--- config.mk ---
export PLATFORM = sky130hd
export DESIGN_NAME = bus_src_fifo
export DESIGN_NICKNAME = d
export VERILOG_FILES = /design/src/rtl/bus_src_fifo.sv
export SDC_FILE = /design/constraint.sdc
export NUM_CORES = 1
export LEC_CHECK = 0
export CAP_MARGIN = 20
export CORE_MARGIN = 2
export CORE_UTILIZATION = 30
export DETAILED_ROUTE_END_ITERATION = 16
export PLACE_DENSITY = 0.61
export SLEW_MARGIN = 20
export SYNTH_ARGS = -nofsm -noshare
export SYNTH_HDL_FRONTEND = slang
export SYNTH_SLANG_ARGS = --single-unit
--- constraint.sdc ---
create_clock -name clk -period 3 [get_ports clk]
set_input_delay 0.6 -clock clk [delete_from_list [all_inputs] [get_ports clk]]
set_output_delay 0.6 -clock clk [all_outputs]
set_load 0.01 [all_outputs]
--- src/rtl/bus_src_fifo.sv ---
// First-word-fall-through packet FIFO feeding a bus arbiter. It has a circular buffer of any
// depth >= 2 and saturating overflow and underflow counters.
module bus_src_fifo #(
  parameter int pckg_sz   = 16,
  parameter int fifo_size = 8,
  parameter int cnt_w     = 8
) (
  input  logic                           clk,
  input  logic                           reset,
  input  logic                           wr_en,
  input  logic [pckg_sz-1:0]             wr_data,
  input  logic                           pop,
  output logic [pckg_sz-1:0]             D_pop,
  output logic                           pndng,
  output logic                           full,
  output logic [$clog2(fifo_size+1)-1:0] count,
  output logic [cnt_w-1:0]               ovf_cnt,
  output logic [cnt_w-1:0]               unf_cnt
);

  // Handshake: the bus takes D_pop on any edge with pop=1 and pndng=1. pop with pndng=0
  // is an underflow and is counted. wr_en needs no ready signal. A write is accepted unless
  // the FIFO is full with no pop on the same edge; in that case the write is dropped and counted.

  localparam int ptr_w = $clog2(fifo_size);
  localparam int cw    = $clog2(fifo_size + 1);
  localparam logic [ptr_w-1:0] last_idx = ptr_w'(fifo_size - 1);
  localparam logic [cw-1:0]    depth    = cw'(fifo_size);

  logic [pckg_sz-1:0] mem [fifo_size];
  logic [ptr_w-1:0]   rd_ptr, wr_ptr;
  logic               do_wr, do_pop, ovf_hit, unf_hit;

  function automatic logic [ptr_w-1:0] next_ptr(input logic [ptr_w-1:0] p);
    return (p == last_idx) ? '0 : p + ptr_w'(1);
  endfunction

  assign pndng = (count != '0);
  assign full  = (count == depth);
  assign D_pop = pndng ? mem[rd_ptr] : '0;

  always_comb begin
    do_pop  = pop & pndng;
    // A full FIFO can take a write only when a pop frees the slot on the same edge.
    do_wr   = wr_en & (~full | pop);
    ovf_hit = wr_en & full & ~pop;
    unf_hit = pop & ~pndng;
  end

  always_ff @(posedge clk) begin
    if (reset) begin
      rd_ptr  <= '0;
      wr_ptr  <= '0;
      count   <= '0;
      ovf_cnt <= '0;
      unf_cnt <= '0;
    end else begin
      if (do_wr)  wr_ptr <= next_ptr(wr_ptr);
      if (do_pop) rd_ptr <= next_ptr(rd_ptr);
      case ({do_wr, do_pop})
        2'b10:   count <= count + cw'(1);
        2'b01:   count <= count - cw'(1);
        default: count <= count;
      endcase
      if (ovf_hit && ovf_cnt != '1) ovf_cnt <= ovf_cnt + cnt_w'(1);
      if (unf_hit && unf_cnt != '1) unf_cnt <= unf_cnt + cnt_w'(1);
    end
  end

  // Storage has no reset; unread slots are hidden because D_pop is gated by pndng.
  always_ff @(posedge clk) begin
    if (!reset && do_wr) mem[wr_ptr] <= wr_data;
  end

endmodule

==> results_dict.tcl <==
set metrics [dict create \
    main_area_contributors_after_synthesis "sky130_fd_sc_hd__edfxtp_1 (61%), sky130_fd_sc_hd__mux4_2 (11%), sky130_fd_sc_hd__dfxtp_1 (9.2%)" \
    vias_per_cell 4.73 \
    synth_simple_gate_area_share_pct 7.31 \
    maxCapViolations 0 \
    cp.buffers_inverters 2 \
    synth_area_mm2 0.00631 \
    std_cell_rows 53 \
    ys_warn_count 0 \
    timing.fmax_mhz 340 \
    asyncSetResetFlopFracSynth_pct 0 \
    kind_of_capture_point_of_the_worst_setup_path "output port" \
    drt_wl_total_mm 12.7 \
    post_synth_fa_ha_maj_area_fraction_pct 1.78 \
    final_routed_drc_violation_total 0 \
    critical_path.top_delay_family "buffers and inverters" \
    worstMarginPinSlew_ps 455 \
    timing.rr.start "count[0]" \
    finish.cell_count_without_fillers 734 \
    cts_htree_levels 4 \
    clock_tree.root_cell "sky130_fd_sc_hd__clkbuf_16" \
    dp_hpwl_mm 7.92 \
    avgSynthCellArea_um2 17.2 \
    relative_area_change_from_synthesis_to_final_layout_pct 26.7 \
    grt_max_degree 33 \
    critical_path.max_fanout 16 \
    total_global_routing_track_utilization_pct 12.0 \
    grt_overflow_total 0 \
    grt_antenna_before_repair 1 \
    hold_class "register to register" \
    skew_ps 10.8 \
    number_of_enable_type_register_cells_in_the_synthesized_netlist 128 \
    start_kind "register" \
    slowest_stage "sky130_fd_sc_hd__mux4_2" \
    die_height_um 149 \
    vias_in_the_first_global_route 3625 \
    timing.critical_path.slowest_cell_delay_ps 520 \
    static-leakage-power_uw 0.00261 \
    min-delay-start "rd_ptr[1]" \
    gp_congestion 0.783 \
    areal_power_density_over_the_cells_mw_per_mm2 791 \
    finalWorstSetupSlack_ps 57.7 \
    cts_buffer_depth 2 \
    grt_setup_unrepaired "true" \
    required_time_at_the_worst_slack_endpoint_ps 2400 \
    total_number_of_vias 3472 \
    synthesis.nets 397 \
    dominantRegCellSynth "sky130_fd_sc_hd__edfxtp_1" \
    timing.critical_path.arrival_ps 2340 \
    starting_density_pct 30.3 \
    numPlacedInstances 701 \
    fraction_of_the_cycle_the_final_worst_path_needs_pct 98.1 \
    max_slew_headroom_pct 69.6 \
    synth_compound_gate_area_share_pct 3.49 \
    clock_latency_ps 420 \
    cts_made_buffers 17 \
    preCtsSetupSlack_ps 147 \
    max-vdd-ir-drop_mv 0.430 \
    synth.area.mux_share_pct 14.8 \
    synth_common_cells "sky130_fd_sc_hd__edfxtp_1 (128), sky130_fd_sc_hd__nor2_1 (36), sky130_fd_sc_hd__mux4_2 (32), sky130_fd_sc_hd__dfxtp_1 (29), sky130_fd_sc_hd__mux2i_1 (20)" \
    post_route_cells_drive_above_1_share_pct 20.0 \
    synthDistinctLibCells 40 \
    die-area_mm2 0.0222 \
    io_buffers 57 \
    num-nets-final 475 \
    synth_xor_area_share_pct 1.25 \
    synthDominantAreaCellType "sky130_fd_sc_hd__edfxtp_1" \
    route.detailed.wl_per_inst_um 17.3 \
    number_of_sinks_on_the_clock_net 157 \
    global_route_wire_length_before_repair_mm 19.9 \
    postRouteAntennaNets 0 \
    post-synth-top-count-cell "sky130_fd_sc_hd__edfxtp_1" \
    setup-violations-final 0 \
    dominant_combinational_cell_family_by_area_after_synthesis "multiplexers" \
    synth_largest_type_area_fraction_pct 60.9 \
    report.final.slew_viol_count 0 \
    setup.worst_path.class "register to output port" \
    drt_iter0_drcs 141 \
    tritoncts "built" \
    status "complete, no violations" \
    seq_area_frac_synth_pct 70.1 \
    post_dp_cell_area_mm2 0.00736 \
    ffs_latches_synth 157 \
    finalHoldViolCount 0 \
    finalWorstPathRequiredPeriod_ps 2940 \
    fin_hold_ws_ps 508 \
    fin_area_mm2 0.00800 \
    cts_setup_buffers 0 \
    worst_setup_hold_path_clk_slew_ps 60 \
    cp_cell_sequence "bufbuf_16 -> mux4_2 -> mux2i_1 -> nor2_1 -> clkdlybuf4s50_1" \
    core_mm2 0.0208 \
    syn-instance-count 368 \
    final_antenna_diode_count 0 \
    horiz_die_dim_um 149 \
    first_pass_drt_iterations 4 \
    top_level_ports 58 \
]
-- cells by family after synthesis --
| kind of cell | after synthesis |
|---|---|
| adder cells (fa/ha/maj) | 9 |
| AO/OA/AOI/OAI | 33 |
| multiplexers | 53 |
| flip-flops | 157 |
| buffers and inverters | 20 |
| XOR/XNOR | 9 |
| AND/OR/NAND/NOR | 87 |
-- cell type report --
cell class | instances | area, µm²
Fill cell | 1932 | 12800
Sequential cell | 157 | 4430
Multi-Input combinational cell | 191 | 1820
Timing Repair Buffer | 76 | 803
Clock buffer | 17 | 425
Tap cell | 275 | 344
Clock inverter | 15 | 176
Inverter | 3 | 11.3
-- final timing paths --
kind	endpoint	slack, ps	cells after the start
worst max-delay path	D_pop[6]	60	5
worst min-delay path	rd_ptr[1]	510	2
worst max register to register	count[3]	520	8
worst min register to register	rd_ptr[1]	510	2
-- layout by cell type (no fill, tap or decap), types with 2 or more instances in the layout --
cell type,Yosys,final
sky130_fd_sc_hd__mux2i_1,20,20
sky130_fd_sc_hd__clkinv_4,0,2
sky130_fd_sc_hd__and3_1,4,4
sky130_fd_sc_hd__xor2_1,9,9
sky130_fd_sc_hd__or3_1,9,9
sky130_fd_sc_hd__dfxtp_1,29,28
sky130_fd_sc_hd__o2111ai_1,4,4
sky130_fd_sc_hd__o21ai_0,6,6
sky130_fd_sc_hd__buf_4,1,13
sky130_fd_sc_hd__clkdlybuf4s50_1,0,56
sky130_fd_sc_hd__nor3_2,0,2
sky130_fd_sc_hd__ha_1,9,9
sky130_fd_sc_hd__nand2_1,11,11
sky130_fd_sc_hd__nand3_1,6,6
sky130_fd_sc_hd__nand2b_1,2,2
sky130_fd_sc_hd__buf_12,0,5
sky130_fd_sc_hd__a31oi_1,2,2
sky130_fd_sc_hd__nor2_1,36,36
sky130_fd_sc_hd__clkinv_8,0,3
sky130_fd_sc_hd__nor2b_1,5,5
sky130_fd_sc_hd__inv_8,0,4
sky130_fd_sc_hd__mux4_2,32,32
sky130_fd_sc_hd__inv_6,0,3
sky130_fd_sc_hd__inv_1,2,2
sky130_fd_sc_hd__clkbuf_16,0,17
sky130_fd_sc_hd__a21oi_1,14,14
sky130_fd_sc_hd__edfxtp_1,128,128
sky130_fd_sc_hd__or4_1,2,2
sky130_fd_sc_hd__nand4_1,3,3
-- power by group --
group,internal [µW],total (µW),switching (µW)
Clock,1190,2130,943
Combinational,902,1660,755
Sequential,2440,2540,99.6
Total,4530,6330,1800
-- flip-flops by register name, summed over array words and instances, names as in the netlist, named ones only --
register,count
count,4
mem,128
ovf_cnt,8
rd_ptr,3
unf_cnt,8
wr_ptr,3
-- metrics by stage --
step / utilization [%] / TNS [ps] / power [µW]
floorplan: - / 0 / 3530
global placement: 35.4 / 0 / 4190
detailed placement: 35.4 / 0 / 4230
CTS: 38.4 / -25.1 / 6440
global route: 38.4 / -451 / 6630
finish: 38.4 / 0 / 6330
-- worst reg2reg max path, cell delays in order, from the launching register on --
cell and delay, ps:
sky130_fd_sc_hd__dfxtp_1 420, sky130_fd_sc_hd__nor4_4 320, sky130_fd_sc_hd__inv_2 100, sky130_fd_sc_hd__nand2_1 140, sky130_fd_sc_hd__inv_1 80, sky130_fd_sc_hd__ha_1 360
sky130_fd_sc_hd__or3_1 400, sky130_fd_sc_hd__o32ai_1 160, sky130_fd_sc_hd__mux2_2 370
-- metal layers --
metal / part of all wire, % / global-route usage [%] / up-vias / wire [µm]
li1: - / - / 1619 / -
met1: 42 / 14.2 / 1757 / 5310
met2: 53 / 21.0 / 74 / 6690
met3: 3.9 / 3.15 / 20 / 498
met4: 1.6 / 4.29 / 2 / 201
met5: 0.10 / 0 / - / 13
-- repair_timing --
item | in CTS | in global routing
pin swaps | 0 | 0
hold buffers | 0 | 0
gates resized for setup | 0 | 1
gates cloned | 1 | 0
endpoints found under the setup margin | 3 | 14
Note: power is estimated with default switching activity, not from simulation.
